==> src/rtl/btn_pkg.sv <==
// Shared definitions for the button conditioning slice: default timing,
// counter sizing helper and the button index used by the control block.
package btn_pkg;

  localparam int unsigned DEBOUNCE_CYCLES_DEF = 50000;
  localparam int unsigned TICK_DIV_DEF        = 50000000;

  typedef enum logic [1:0] {
    BTN_RESTART = 2'd0,
    BTN_PAUSE   = 2'd1
  } btn_idx_t;

  // Bits needed to count 0..n-1, never less than one.
  function automatic int unsigned cntWidth(input int unsigned n);
    return (n < 2) ? 1 : $clog2(n);
  endfunction

endpackage

==> src/rtl/btn_debounce.sv <==
// One button input path: polarity normalise, 2-FF synchroniser, debounce
// counter, accepted stable level and single-cycle press indication.
module btn_debounce
  import btn_pkg::*;
#(
  parameter int unsigned DEBOUNCE_CYCLES = DEBOUNCE_CYCLES_DEF,
  parameter bit          BTN_ACTIVE_LOW  = 1'b1
) (
  input  logic iClk,
  input  logic iRst_n,
  input  logic iBtn,
  output logic oStable,
  output logic oPress
);

  localparam int unsigned     CW       = cntWidth(DEBOUNCE_CYCLES);
  localparam logic [CW-1:0]   CNT_LAST = CW'(DEBOUNCE_CYCLES - 1);

  logic          btnNorm;
  logic          sync1;
  logic          sync2;
  logic          stable;
  logic          stableD;
  logic [CW-1:0] cnt;

  assign btnNorm = BTN_ACTIVE_LOW ? ~iBtn : iBtn;

  always_ff @(posedge iClk or negedge iRst_n) begin
    if (!iRst_n) begin
      sync1 <= 1'b0;
      sync2 <= 1'b0;
    end else begin
      sync1 <= btnNorm;
      sync2 <= sync1;
    end
  end

  // Any return to the accepted level wipes the count: no partial credit.
  always_ff @(posedge iClk or negedge iRst_n) begin
    if (!iRst_n) begin
      cnt    <= '0;
      stable <= 1'b0;
    end else if (sync2 == stable) begin
      cnt <= '0;
    end else if (cnt == CNT_LAST) begin
      cnt    <= '0;
      stable <= sync2;
    end else begin
      cnt <= cnt + 1'b1;
    end
  end

  always_ff @(posedge iClk or negedge iRst_n) begin
    if (!iRst_n) begin
      stableD <= 1'b0;
    end else begin
      stableD <= stable;
    end
  end

  assign oStable = stable;
  assign oPress  = stable & ~stableD;

endmodule

==> src/rtl/btn_ctrl_cond.sv <==
// Conditions the restart/pause buttons into clean FSM controls and produces
// the slow step tick that is frozen while paused or restarting.
module btn_ctrl_cond
  import btn_pkg::*;
#(
  parameter int unsigned DEBOUNCE_CYCLES = DEBOUNCE_CYCLES_DEF,
  parameter int unsigned TICK_DIV        = TICK_DIV_DEF,
  parameter bit          BTN_ACTIVE_LOW  = 1'b1
) (
  input  logic iClk,
  input  logic iRst_n,
  input  logic iBtnRestart,
  input  logic iBtnPause,
  output logic oRestart,
  output logic oPause,
  output logic oRestartPulse,
  output logic oTick
);

  localparam int unsigned   TW        = cntWidth(TICK_DIV);
  localparam logic [TW-1:0] TICK_LAST = TW'(TICK_DIV - 1);

  logic [1:0]    btnRaw;
  logic [1:0]    btnStable;
  logic [1:0]    btnPress;
  logic          unusedPauseLevel;

  logic          restartQ;
  logic          pauseQ;
  logic          pulseQ;
  logic          tickQ;
  logic [TW-1:0] tickCnt;
  logic          pauseNext;
  logic          holdNext;

  assign btnRaw[int'(BTN_RESTART)] = iBtnRestart;
  assign btnRaw[int'(BTN_PAUSE)]   = iBtnPause;

  btn_debounce #(
    .DEBOUNCE_CYCLES (DEBOUNCE_CYCLES),
    .BTN_ACTIVE_LOW  (BTN_ACTIVE_LOW)
  ) uRestartDb (
    .iClk    (iClk),
    .iRst_n  (iRst_n),
    .iBtn    (btnRaw[int'(BTN_RESTART)]),
    .oStable (btnStable[int'(BTN_RESTART)]),
    .oPress  (btnPress[int'(BTN_RESTART)])
  );

  btn_debounce #(
    .DEBOUNCE_CYCLES (DEBOUNCE_CYCLES),
    .BTN_ACTIVE_LOW  (BTN_ACTIVE_LOW)
  ) uPauseDb (
    .iClk    (iClk),
    .iRst_n  (iRst_n),
    .iBtn    (btnRaw[int'(BTN_PAUSE)]),
    .oStable (btnStable[int'(BTN_PAUSE)]),
    .oPress  (btnPress[int'(BTN_PAUSE)])
  );

  // Pause acts on presses only; its held level has no consumer.
  assign unusedPauseLevel = btnStable[int'(BTN_PAUSE)];

  always_comb begin
    pauseNext = pauseQ;
    if (btnPress[int'(BTN_RESTART)]) begin
      pauseNext = 1'b0;
    end else if (btnPress[int'(BTN_PAUSE)] && !btnStable[int'(BTN_RESTART)]) begin
      pauseNext = ~pauseQ;
    end
    holdNext = pauseNext | btnStable[int'(BTN_RESTART)];
  end

  always_ff @(posedge iClk or negedge iRst_n) begin
    if (!iRst_n) begin
      restartQ <= 1'b0;
      pulseQ   <= 1'b0;
      pauseQ   <= 1'b0;
    end else begin
      restartQ <= btnStable[int'(BTN_RESTART)];
      pulseQ   <= btnPress[int'(BTN_RESTART)];
      pauseQ   <= pauseNext;
    end
  end

  // Counter is held by the registered controls so counting restarts from 0
  // the cycle they drop; the strobe is gated by their next values so no tick
  // escapes on the edge where a hold begins.
  always_ff @(posedge iClk or negedge iRst_n) begin
    if (!iRst_n) begin
      tickCnt <= '0;
      tickQ   <= 1'b0;
    end else begin
      if (pauseQ || restartQ || (tickCnt == TICK_LAST)) begin
        tickCnt <= '0;
      end else begin
        tickCnt <= tickCnt + 1'b1;
      end
      tickQ <= !holdNext && !pauseQ && !restartQ && (tickCnt == TICK_LAST);
    end
  end

  assign oRestart      = restartQ;
  assign oPause        = pauseQ;
  assign oRestartPulse = pulseQ;
  assign oTick         = tickQ;

endmodule

==> config.mk <==
export PLATFORM = sky130hd
export DESIGN_NAME = btn_ctrl_cond
export DESIGN_NICKNAME = d
export VERILOG_FILES = /design/src/rtl/btn_pkg.sv /design/src/rtl/btn_debounce.sv /design/src/rtl/btn_ctrl_cond.sv
export SDC_FILE = /design/constraint.sdc
export NUM_CORES = 1
export LEC_CHECK = 0
export ABC_AREA = 0
export BUFFER_PORTS_ARGS = -buffer_cell sky130_fd_sc_hd__buf_2
export CORE_MARGIN = 2
export CORE_UTILIZATION = 49
export CTS_BUF_LIST = sky130_fd_sc_hd__clkbuf_2 sky130_fd_sc_hd__clkbuf_4 sky130_fd_sc_hd__clkbuf_8
export DETAILED_ROUTE_END_ITERATION = 7
export PLACE_DENSITY_LB_ADDON = 0.08
export SLEW_MARGIN = 20
export SYNTH_ARGS = -nofsm -noshare
export SYNTH_HDL_FRONTEND = slang
export SYNTH_SLANG_ARGS = --single-unit
export TNS_END_PERCENT = 100
==> constraint.sdc <==
create_clock -name iClk -period 2.41 [get_ports iClk]
set_input_delay 0.241 -clock iClk [delete_from_list [all_inputs] [get_ports iClk]]
set_output_delay 0.241 -clock iClk [all_outputs]
set_load 0.005 [all_outputs]
### Word-level counts from Yosys, hierarchy flattened

Index checks and enable logic that the tools add are counted.

| cells by class | value |
|---|---|
| $add $sub $neg | 3 |
| multiplexer cells | 7 |
| reductions and logical operators | 12 |
| equality and inequality tests | 5 |
| bitwise operators | 10 |

Operators with widths:

| operator | count |
|---|---|
| two-way mux 16 bit | 4 |
| adder 16 x 1 -> 16 bit, second input constant | 2 |
| == test 16 bit, second input constant | 2 |
| adder 26 x 1 -> 26 bit, second input constant | 1 |
| == test 26 bit, second input constant | 1 |
| two-way mux 26 bit | 1 |
| inverter 1 bit | 7 |
| logical AND 1 bit | 4 |
| logical NOT 1 bit | 4 |
| AND reduction 2 bit | 2 |
| AND 1 bit | 2 |
| == test 1 bit | 2 |
| logical OR 1 bit | 2 |
| two-way mux 1 bit | 2 |
| bitwise OR 1 bit | 1 |

| storage, ports and cells | value |
|---|---|
| output and inout bits | 4 |
| input port bits | 4 |
| flip-flop bits (word level) | 69 |
| logic and storage cells | 51 |

### Longest topological paths before layout

| logic depth | value |
|---|---|
| depth after elaboration | 10 |
| gate-level depth with buffers | 6 |
| depth with buffers taken out | 5 |

### By module

From an unflattened synthesis, not the netlist that was laid out.

| unflattened totals | value |
|---|---|
| cell total of the unflattened synthesis | 338 |
| area, all modules | 3433.3 sq um |

Modules (own cells, without submodules):

| module | cells an instance | times used | sequential area each (sq um) | area each (sq um) |
|---|---|---|---|---|
| btn_debounce | 87 | 2 | 500.5 | 930.9 |
| btn_ctrl_cond | 164 | 1 | 750.7 | 1571.5 |

### Worst setup path after synthesis

OpenSTA, ideal clock, no wires.

| timing | value |
|---|---|
| path type | register to register |
| start | register tickCnt[3] |
| end | register tickCnt[21] |
| setup time | 77 ps |
| required time | 2333 ps |
| path buffers | 1 |
| clock period less this slack | 1865 ps |
| setup slack | 545 ps |
| stages on the path, launching flop included | 6 |
| arrival | 1788 ps |
| path through | dfrtp_1 > nand4_4 > or4_4 > buf_6 > or4_1 > a21oi_1 |

| between the ends | value |
|---|---|
| cells in the longest elaborated chain, start to end | 3 |
| elaborated cells between the ends (all ways) | 4 |
| classes of those cells | add/sub (1); eq/ne (1); mux (1); reduce/logical (1) |

Ends and longest elaborated chain:

| element | RTL line | RTL |
|---|---|---|
| start: declaration | btn_ctrl_cond.sv:32 | `logic [TW-1:0] tickCnt;` |
| start signal: assignment | btn_ctrl_cond.sv:97 | `tickCnt <= tickCnt + 1'b1;` |
| branches (longest 2 deep; another with adder 26 x 1 -> 26 bit) | -- |  |
| two-way mux 26 bit * | btn_ctrl_cond.sv:94 | `if (pauseQ \|\| restartQ \|\| (tickCnt == TICK_LAST)) begin` |

Every way passes the cells marked *.
A chain may end at the register's enable or synchronous reset.

### Worst setup path in the final report

| timing | value |
|---|---|
| start | register tickCnt[3] |
| end | register tickCnt[25] |

Same word-level chain as after synthesis.

==> metrics.yaml <==
cts_max_level: 3
startpoint: "tickCnt[3]"
timing.final.crit_period_ns: 1.98
max_stage_delay_ns: 0.62
pwr_density_cell_nw_per_um2: 581
clock-skew-final_ns: 0.00986
critPathCapture: "tickCnt[25]"
postSynthCellCount: 324
die_h_um: 85.7
fillers: 570
dr_iter_0_viols: 116
synth_cell_type_count: 34
mapped_avg_cell_area_um2: 10.1
yosys_register_bits: 69
area_growth_syn_to_fin_pct: 9.08
cp_data_arrival_time_ns: 2.25
io_pins: 8
series_of_cell_instances_along_the_critical_path: "nand4_4 -> or4_4 -> or4_1 -> a21oi_1"
largest_register_ffs: 26
cts.repair.resized: 0
max_clock_freq_ghz: 0.505
timing.rr.start: "tickCnt[3]"
antennaDiodeCount: 0
seq_area_frac_synth_pct: 52.9
worstSkewPairLatency_ns: 0.35
holdCritPathClass: "input pin to flop"
number_of_routed_nets_with_antenna_violations: 0
drt_pass1_iterations: 4
final_net_count: 342
grt_start_max_net_pins: 42
ff_to_ff_setup_slack_ns: 0.43
die_area_um2: 7340
static_leakage_power_nw: 1.49
drv_cap: 0
run_status: "completed"
first_pass_grt_wire_length_mm: 10.5
cp.required_ns: 2.68
worst-slew-pin-transition_ns: 0.663
count_of_final_hold_check_violations: 0
routed_wirelength_mm: 6.00
instances_no_fill: 417
buffers_from_clock_root_to_sink_at_most: 2
reg2regPathDepth: 4
design.core.area_um2: 6390
net_count_synth: 331
top_register: "tickCnt"
via_count_of_the_first_global_routing_pass: 2348
finalWeightedCongestion: 0.796
mostFrequentLayoutCell: "sky130_fd_sc_hd__dfrtp_1"
dp.final_hpwl_mm: 4.09
r2r_end: "tickCnt[25]"
layout_worst_path_cycle_share_pct: 82.1
number_of_antenna_violations_at_the_first_check_in_global_routing: 0
clock_sink_count: 69
drc_errors: 0
critical-path-slowest-cell: "sky130_fd_sc_hd__or4_4"
clock_tree.root_cell: "sky130_fd_sc_hd__clkbuf_8"
number_of_buffers_created_by_cts: 9
clkSlewWorstSetupHoldPaths_ns: 0.08
most-common-layout-cells: "sky130_fd_sc_hd__dfrtp_1 (69), sky130_fd_sc_hd__nor2_1 (42), sky130_fd_sc_hd__nand3_1 (21)"
setup_repair_after_global_routing_missed_its_margin: "false"
start_util_pct: 51.2
tritoncts_clock_tree: "done"
mappedNetlistArea_um2: 3270
timing.final.setup_violations: 0
grt_remaining_overflow: 0
route.detailed.vias_per_inst: 5.70
floorplan.die.width_um: 85.7
whs_ns: 0.0237
critical_path.startpoint_type: "flop"
numPortBuffers: 7
critical_path.endpoint_type: "flop"
cp_max_fo: 11
dp.cells: 400
report.power.total_mw: 2.07
relSlewSlack_pct: 55.8
rows: 29
vdd_ir_drop_max_mv: 0.321
final_layout_size_suffix_gt1_share_pct: 9.71
yosys_warnings: 0
summed_negative_setup_slack_over_all_endpoints_ns: 0
largest_registers: "tickCnt (26), uPauseDb.cnt (16), uRestartDb.cnt (16)"
dr_total_vias: 2377
slew_violations: 0
grt_usage_pct: 18.1
wl_per_cell_um: 14.4
path_class: "flop to flop"
## cells in the mapped netlist
master,instances,share of area (%)
sky130_fd_sc_hd__dfrtp_1,69,53
sky130_fd_sc_hd__nor2_1,42,4.8
sky130_fd_sc_hd__nand3_1,21,3.2
sky130_fd_sc_hd__nand4_1,20,3.8
sky130_fd_sc_hd__nand2_1,19,2.2
sky130_fd_sc_hd__xor2_1,19,5.1
sky130_fd_sc_hd__a21oi_1,18,2.8
sky130_fd_sc_hd__xnor2_1,18,4.8
sky130_fd_sc_hd__o21ai_0,12,1.8
sky130_fd_sc_hd__or3_1,10,1.9
sky130_fd_sc_hd__and3_1,8,1.5
sky130_fd_sc_hd__clkbuf_1,7,0.80
sky130_fd_sc_hd__nor3_1,7,1.1
sky130_fd_sc_hd__or4_1,7,1.6
sky130_fd_sc_hd__inv_1,6,0.69
sky130_fd_sc_hd__nor4_1,6,1.1
sky130_fd_sc_hd__o31ai_1,6,1.4
sky130_fd_sc_hd__and4_1,4,1.1
sky130_fd_sc_hd__ha_1,3,1.1
sky130_fd_sc_hd__nor4b_1,3,0.80
sky130_fd_sc_hd__and2_1,2,0.38
sky130_fd_sc_hd__buf_2,2,0.31
sky130_fd_sc_hd__mux2_2,2,0.69
sky130_fd_sc_hd__nor2b_1,2,0.38
sky130_fd_sc_hd__nor4bb_1,2,0.61
sky130_fd_sc_hd__a31o_2,1,0.27
sky130_fd_sc_hd__and4_2,1,0.31
sky130_fd_sc_hd__and4b_1,1,0.31
sky130_fd_sc_hd__buf_6,1,0.34
sky130_fd_sc_hd__nand3b_1,1,0.23
sky130_fd_sc_hd__nand4_4,1,0.65
sky130_fd_sc_hd__o31ai_2,1,0.38
sky130_fd_sc_hd__or2_2,1,0.19
sky130_fd_sc_hd__or4_4,1,0.34
## repair_timing
action | in CTS | in global routing
hold buffers | 1 | 0
setup buffers | 0 | 0
endpoints found under the hold margin | 28 | 0
## logic make-up (layout without fill, tap and decap cells)
group                      Yosys count  after routing  synth area share [%]
muxes                                2              2                 0.689
adders and majority gates            3              3                  1.15
AOI/OAI and AO/OA                   38             38                  6.63
buffers and inverters               16             32                  2.14
and+or+nand+nor                    159            159                  26.6
xor gates and xnor gates            37             37                  9.92
DFF                                 69             69                  52.9
## power by group
group | total [mW] | leakage, nW | internal, mW | switching, mW
clock network | 0.839 | 0.0856 | 0.376 | 0.464
logic | 0.0513 | 0.472 | 0.0147 | 0.0366
registers | 1.18 | 0.936 | 1.17 | 0.00967
## layer usage
layer	global-route usage, %	routed length (um)	up-vias
met1	24.7	2950	1149
met3	3.27	135	15
li1	-	-	1184
met5	0	0	-
met2	27.6	2740	29
met4	9.52	164	0
## cell type report
type                    count  area [um2]  share of cell area, %
flip-flops and latches     69        1730                   48.5
multi-input cells         239        1470                   41.3
clock buffers               9         124                   3.48
well taps                  77        96.3                   2.70
repair buffers             10        72.6                   2.04
clock inverters             7        51.3                   1.44
inverters                   6        22.5                  0.632
## stage by stage
step | worst slack (ns) | cell area [um2] | utilization (%)
4_1_cts | 0.421 | 3560 | 55.8
3_5_place_dp | 0.431 | 3380 | 52.9
5_1_grt | 0.236 | 3560 | 55.8
3_3_place_gp | 0.497 | 3380 | 52.9
6_report | 0.431 | 3560 | 55.8
2_1_floorplan | 0.545 | 3270 | -
## how the worst min path moves through the flow
stage,start,to,slack (ns),cells after the start
final,iBtnPause,uPauseDb.sync1,0.02,2
after global routing,iBtnRestart,uRestartDb.sync1,0.01,2
after CTS,iBtnPause,uPauseDb.sync1,0.009,2
after detailed placement,iRst_n,tickCnt[13],0.32,1
after global placement,iRst_n,tickCnt[15],0.32,1
after floorplan,iRst_n,oPause,-0.05,0
## worst max-delay path: cells and delay by family (launching register included)
family	cells	cell delay [ns]
AOI/OAI and AO/OA	1	0.15
DFF	1	0.47
and+or+nand+nor	3	1.28
No activity file was read; power rests on OpenSTA's default activity.
